File: config.mk
export PLATFORM = sky130hd
export DESIGN_NAME = frame_color_classifier
export DESIGN_NICKNAME = d
export VERILOG_FILES = /design/src/rtl/frame_color_classifier.sv
export SDC_FILE = /design/constraint.sdc
export NUM_CORES = 1
export LEC_CHECK = 0
export ABC_AREA = 1
export CAP_MARGIN = 20
export CORE_MARGIN = 2
export CORE_UTILIZATION = 54
export CTS_CLUSTER_DIAMETER = 200
export CTS_CLUSTER_SIZE = 10
export DETAILED_ROUTE_END_ITERATION = 8
export PLACE_DENSITY = 0.93
export SLEW_MARGIN = 20
export SYNTH_ARGS = -nofsm -noshare
export SYNTH_HDL_FRONTEND = slang
export SYNTH_SLANG_ARGS = --single-unit
File: constraint.sdc
create_clock -name CLK -period 1.9 [get_ports CLK]
set_clock_uncertainty 0.15 [all_clocks]
set_input_delay 0.57 -clock CLK [delete_from_list [all_inputs] [get_ports CLK]]
set_output_delay 0.57 -clock CLK [all_outputs]
set_load 0.01 [all_outputs]
File: src/rtl/frame_color_classifier.sv
// rtl/frame_color_classifier.sv - per-frame red/blue pixel census with a colour decision at vsync.
// Build option FRAME_VOTE_EN: RESULT only changes after two consecutive frames agree.
module frame_color_classifier #(
  parameter int SCREEN_WIDTH  = 176,
  parameter int SCREEN_HEIGHT = 144,
  parameter int THRESHOLD     = 2000,
  parameter int CNT_W         = 15
) (
  input  logic             CLK,
  input  logic             RESET_N,
  input  logic [7:0]       PIXEL_IN,
  input  logic [9:0]       VGA_PIXEL_X,
  input  logic [9:0]       VGA_PIXEL_Y,
  input  logic             VGA_VSYNC_NEG,
  output logic [7:0]       RESULT,
  output logic             RESULT_VALID,
  output logic [CNT_W-1:0] RED_COUNT,
  output logic [CNT_W-1:0] BLUE_COUNT
);

  localparam logic [9:0]       WIN_W   = 10'(SCREEN_WIDTH);
  localparam logic [9:0]       WIN_H   = 10'(SCREEN_HEIGHT);
  localparam logic [CNT_W-1:0] THR     = CNT_W'(THRESHOLD);
  localparam logic [CNT_W-1:0] CNT_MAX = '1;

  typedef enum logic [1:0] {
    WAIT_SYNC,
    ACCUM,
    DECIDE
  } state_t;

  state_t           state;
  logic [9:0]       x_d;
  logic [9:0]       y_d;
  logic             vs_d;
  logic [CNT_W-1:0] red_cnt;
  logic [CNT_W-1:0] blue_cnt;
  logic             fe;
  logic             in_win;
  logic             is_red;
  logic             is_blue;
  logic [7:0]       cand;
`ifdef FRAME_VOTE_EN
  logic [7:0]       prev_cand;
`endif

  // Memory data lags the scan position by one cycle, so the window test uses the delayed position.
  assign in_win  = (x_d < WIN_W) && (y_d < WIN_H);
  assign fe      = vs_d & ~VGA_VSYNC_NEG;
  assign is_red  = (PIXEL_IN[7:5] >= 3'd4) && (PIXEL_IN[4:2] <= 3'd3) && (PIXEL_IN[1:0] <= 2'd1);
  assign is_blue = (PIXEL_IN[1:0] >= 2'd2) && (PIXEL_IN[7:5] <= 3'd3) && (PIXEL_IN[4:2] <= 3'd3);

  always_comb begin
    cand = 8'd0;
    if (red_cnt >= THR && red_cnt > blue_cnt) begin
      cand = 8'd1;
    end else if (blue_cnt >= THR && blue_cnt > red_cnt) begin
      cand = 8'd2;
    end
  end

  always_ff @(posedge CLK or negedge RESET_N) begin
    if (!RESET_N) begin
      state        <= WAIT_SYNC;
      x_d          <= '0;
      y_d          <= '0;
      vs_d         <= 1'b1;
      red_cnt      <= '0;
      blue_cnt     <= '0;
      RESULT       <= 8'd0;
      RESULT_VALID <= 1'b0;
      RED_COUNT    <= '0;
      BLUE_COUNT   <= '0;
`ifdef FRAME_VOTE_EN
      prev_cand    <= 8'd0;
`endif
    end else begin
      vs_d         <= VGA_VSYNC_NEG;
      x_d          <= VGA_PIXEL_X;
      y_d          <= VGA_PIXEL_Y;
      RESULT_VALID <= 1'b0;
      case (state)
        // The first frame after reset is partial, so only start counting at a frame boundary.
        WAIT_SYNC: begin
          if (fe) begin
            state    <= ACCUM;
            red_cnt  <= '0;
            blue_cnt <= '0;
          end
        end
        ACCUM: begin
          if (fe) begin
            state <= DECIDE;
          end else if (in_win) begin
            if (is_red && red_cnt != CNT_MAX) begin
              red_cnt <= red_cnt + 1'b1;
            end
            if (is_blue && blue_cnt != CNT_MAX) begin
              blue_cnt <= blue_cnt + 1'b1;
            end
          end
        end
        DECIDE: begin
          RED_COUNT  <= red_cnt;
          BLUE_COUNT <= blue_cnt;
          red_cnt    <= '0;
          blue_cnt   <= '0;
          state      <= ACCUM;
`ifdef FRAME_VOTE_EN
          prev_cand  <= cand;
          if (cand == prev_cand) begin
            RESULT       <= cand;
            RESULT_VALID <= 1'b1;
          end
`else
          RESULT       <= cand;
          RESULT_VALID <= 1'b1;
`endif
        end
        default: begin
          state <= WAIT_SYNC;
        end
      endcase
    end
  end

endmodule
After elaboration in Yosys (flattened, before gate mapping):

Cells that the tools add are included.

* magnitude comparators: 11
* multiplexer cells: 15
* add/sub/neg operators: 2
* bitwise gates (word level): 2
* reduce and logical (&&, ||, !) cells: 14
* equality and inequality tests: 10

Operator list (number)
* $mux W15: 7
* $pmux W15 S3: 2
* $add A15 B1 Y15 const B: 2
* $ge A15 B11 Y1 const B: 2
* $gt A15 B15 Y1: 2
* $ne A15 B15 Y1 const B: 2
* $lt A10 B8 Y1 const B: 2
* $ne A2 B2 Y1 const B: 6
* $reduce_and A5 Y1: 2
* $logic_and A1 B1 Y1: 9
* $mux W8: 1
* $le A3 B2 Y1 const B: 2
* $mux W2: 3
* $pmux W2 S3: 1
* $ge A3 B3 Y1 const B: 1
* $reduce_bool A3 Y1: 1
* $eq A2 B1 Y1 const B: 1
* $eq A2 B2 Y1 const B: 1
* $ge A2 B2 Y1 const B: 1
* $le A2 B1 Y1 const B: 1
* $logic_not A2 Y1: 1
* $reduce_and A2 Y1: 1
* $and A1 B1 Y1: 1
* $mux W1: 1
* $not A1 Y1: 1

* input bits: 31
* output and inout bits: 39
* register bits after elaboration: 92

Depth between registers and ports, before layout:

* depth after elaboration: 8
* mapped depth: 11
* mapped depth without buffers: 10

Worst setup path after synthesis:

OpenSTA, ideal clock, no wires.

* kind: flip-flop to flip-flop
* from: register red_cnt[0]
* to: register red_cnt[13]
* stages on the path, launching flop included: 10
* arrival: 1.362 ns
* path buffers: 1
* library setup time: 0.117 ns
* setup slack: 0.271 ns
* cells stage by stage: dfrtp_1 ha_1 nand2_1 nor2_4 nand4_1 nand2_1 nand2_2 buf_2 nand3_1 nand2_1

* word-level cells in the longest chain between the ends: 5
* elaborated cells on any way between the ends: 9
* those cells by class: add/sub (1); eq/ne (2); mux (4); reduce/logical (2)

Ends and longest elaborated chain
* start, declared: line 36 `logic [CNT_W-1:0] red_cnt;`
* start signal, assigned: line 96 `red_cnt <= red_cnt + 1'b1;`
* $add A15 B1 Y15: line 96
* $mux W15: line 95 `if (is_red && red_cnt != CNT_MAX) begin`
* $mux W15: line 94 `end else if (in_win) begin`
* $mux W15: line 92 `if (fe) begin`
* $pmux W15 S3: line 82 `case (state)`

Parallel ways exist; a longest one is shown, timed or not. The select of a mux whose other input is x is not followed.
A chain may end at the register's enable or synchronous reset.

Final worst setup path:

* from: input PIXEL_IN[1]
* to: register blue_cnt[13]

* word-level cells in the longest chain between the ends: 6

Ends and longest elaborated chain
* start, declared: line 11 `input logic [7:0] PIXEL_IN,`
* $ge A2 B2 Y1: line 51 `assign is_blue = (PIXEL_IN[1:0] >= 2'd2) && (PIXEL_IN[7:5] <= 3'd3) && (PIXEL_IN[4:2] <= 3'd3);`
* $logic_and A1 B1 Y1 (2 in a row): line 51
* $logic_and A1 B1 Y1: line 98 `if (is_blue && blue_cnt != CNT_MAX) begin`
* $ne A2 B2 Y1 (no source line)
* $reduce_and A5 Y1 (no source line)
* end signal, assigned: line 99 `blue_cnt <= blue_cnt + 1'b1;`
* end, declared: line 37 `logic [CNT_W-1:0] blue_cnt;`

Every way passes these cells.

==> results by group <==
Worst setup path
  – Setup crit end kind: flip-flop
  – Max incr delay on CP: ~0.47 ns
  – CP max FO: 9
  – WS Path Type: in -> reg
  – Critical path, cell by cell: clkdlybuf4s50_1 > nor3b_1 > nand2_1 > nand2_2 > buf_4 > nand3_1 > nand2_1
  – Arr. time, crit path: 1.98 ns
  – WP data required: 2.04 ns
  – Slowest CP cell: clkdlybuf4s50_1
  – Critical Path Start Type: input pin
  – Cell mode on critical path: nand2_1

Clock network
  – Hold_buf cts: 0
  – CTS Buffer Depth: 2
  – Clock-pin slew on the worst setup and hold paths: 0.09 ns
  – CTS root buffer: clkbuf_8
  – Cts bufs inserted: 9
  – Clock sink total: 78
  – CTS tree: yes
  – Clk_lat worst skew: 0.36 ns
  – H-tree levels: 3

Synthesis
  – Post-synth cell types: 28
  – Biggest area consumer among synthesized cells: dfrtp_1
  – Register area share after synthesis: 46.7%
  – Top cell type's share of synthesized area: between 40 and 50%
  – Async SR Flop Fraction: between 90% and 100%
  – Syn Area/Cell: about 7.7 um^2
  – Cells after Synth: 545
  – Top FF cell, synth: dfrtp_1
  – Leading post-synthesis cells by cell area: dfrtp_1, nand2_1, nand3_1
  – Post-Syn Area: 4180 um^2
  – EDFF count, synth: 0
  – Ys Warns: 0
  – Seq cells post-synth: 78

Global route
  – GRT Util Overall: 24.3%
  – Vias in the first global route: ~3500
  – Remaining Overflow, GRT: 0
  – First-pass GRT wire length: roughly 16000 um
  – M3 GR Usage: 3.86%
  – Largest net degree at the start of global routing: 35
  – Busiest layer in global routing: met2
  – M2 GR Usage: around two fifths
  – Global Route met1 Usage: 32.8%
  – Initial antenna violation count: 0

Die
  – Num rows: 32
  – Die Area: around 8500 um^2
  – IO Count: 70
  – Core area: 7610 um^2
  – Starting density of the core: 55.0%
  – DIE WIDTH: 92.0 um
  – Die Y: a little over 90 um

Finish
  – Net count, final: 669
  – Layout cell share with drive strength beyond 1: around 12%
  – ANT cells: 0
  – FILL cells: just under 600
  – Layout Cells excl Fill: around 730
  – Layout area overhead: 25.4%
  – Util after Layout: 68.9%
  – Most common cell after layout, fill and taps aside: nand2_1
  – Most frequent cells in the layout: nand2_1, dfrtp_1, nor2_1, nand3_1

Timing
  – Max Clk Rate: 542 MHz
  – Final setup violation count: 0
  – Tmin final: 1.85 ns
  – Hold Vio Cnt, Final: 0
  – RSZ-0062 raised after global routing: yes
  – Slew Limit Fails: 0
  – Fin crit share: just under 100%

Power
  – Leak: about 2.6 nW
  – Sequential Power Share: 40.0%
  – Internal power: roughly 3 mW
  – Clock power frac: about 30%
  – Switch share: 35.3%
  – Peak VDD IR: between 500 and 600 uV
  – Power density over the cells: 886 nW/um^2
  – NetSw: roughly 1.6 mW
  – Combinational Power Share: 30.8%
  – Total power: roughly 4.6 mW

Routing
  – Via-to-Cell Ratio: 5.46
  – DR pass1 iterations: 6
  – WL per Instance: 14.5 um
  – Initial DRC count: 465
  – Routed Antenna Nets: 0
  – Total Wirelength: 10500 um
  – Detailed-route via count: 3955
  – # DRC: 0

Run status
  – Status: finished clean

Worst hold path
  – Worst Hold Class: in -> async

Placed design
  – Final HPWL from detailed placement: 7250 um
  – RD Place Congestion: 0.953
  – Number of I/O port buffers: 50
  – Cell total after placement: between 700 and 800

Job
  – # Max-Cap Violations: 0
-- critical path, delay by kind of cell --
kind / cells / cell delay (ns)
simple gates: 5 / 0.73
buf+inv: 2 / 0.69
-- power groups by stage --
stage	registers (mW)	clock network, mW	logic, mW
final	1.86	1.36	1.43
after global routing	1.87	1.46	1.55
after CTS	1.85	1.36	1.22
after detailed placement	1.88	0	1.23
after global placement	1.87	0	1.20
after floorplan	1.89	0	0.775
-- state kept, by name (all words and copies together) (netlist names) --
| register | cells |
|---|---|
| y_d | 6 |
| blue_cnt | 15 |
| RESULT_VALID | 1 |
| x_d | 6 |
| RESULT | 2 |
| vs_d | 1 |
| BLUE_COUNT | 15 |
| RED_COUNT | 15 |
| red_cnt | 15 |
| state | 2 |
-- area by class of cell --
cell class | count | area [um^2] | area share, %
tap | 102 | 128 | 2.43
inverter | 42 | 158 | 3.01
multi-input combinational | 410 | 2070 | 39.5
clock inverter | 5 | 83.8 | 1.60
timing repair buffer | 78 | 717 | 13.7
sequential | 78 | 1960 | 37.3
clock buffer | 10 | 128 | 2.43
-- timing repair --
| item | CTS | global route |
|---|---|---|
| buffers inserted | 0 | 4 |
| pin swaps | 0 | 12 |
| gates cloned | 0 | 3 |
| resized for setup | 33 | 28 |
| setup endpoints to repair | 33 | 32 |
-- cells by family (layout without fill, tap and decap cells) --
logic type	Yosys count	after routing	share of synthesized area (%)
compound gates	65	65	7.96
simple gates	317	320	32.4
flops	78	78	46.7
fa+ha+maj	19	19	5.69
buf+inv	65	135	7.15
other cells	1	6	0.0897
-- final timing paths --
kind	cells after the start	startpoint	to	slack, ns
worst max-delay path	7	PIXEL_IN[1]	blue_cnt[13]	0.05
worst min-delay path	1	RESET_N	blue_cnt[9]	0.01
worst max register to register	9	red_cnt[1]	red_cnt[13]	0.07
worst min register to register	2	BLUE_COUNT[8]	BLUE_COUNT[8]	0.33
max in group asynchronous	2	RESET_N	red_cnt[4]	1.09
min in group CLK	1	VGA_VSYNC_NEG	vs_d	0.21
-- cells in the mapped netlist, drive strengths merged, types with 5 or more instances --
cell type	instances
inv	42
ha	19
dfrtp	77
a21oi	22
nand4	6
nor2	65
o21ai	40
nor3	5
nand3b	6
nand2	182
nand3	50
clkbuf	8
buf	15
-- layer usage --
layer  share of wire, %  vias to the layer above  routed length [um]
met5                  0                        -                   0
met4                2.2                        0                 231
met3                7.4                       36                 776
met2                 49                      198                5170
met1                 41                     1826                4350
li1                   -                     1895                   -
-- metrics by stage --
stage / hold slack, ns / worst slack [ns] / TNS (ns) / cell area, um^2
after floorplan: 0.124 / 0.271 / 0 / 4200
after global placement: 0.304 / -0.297 / -8.65 / 4890
after detailed placement: 0.314 / -0.326 / -9.25 / 4890
after CTS: 0.0231 / 0.0365 / 0 / 5060
after global routing: 0.0406 / -0.0378 / -0.136 / 5240
final: 0.0110 / 0.0533 / 0 / 5240
Power figures use the tool's default switching activity.
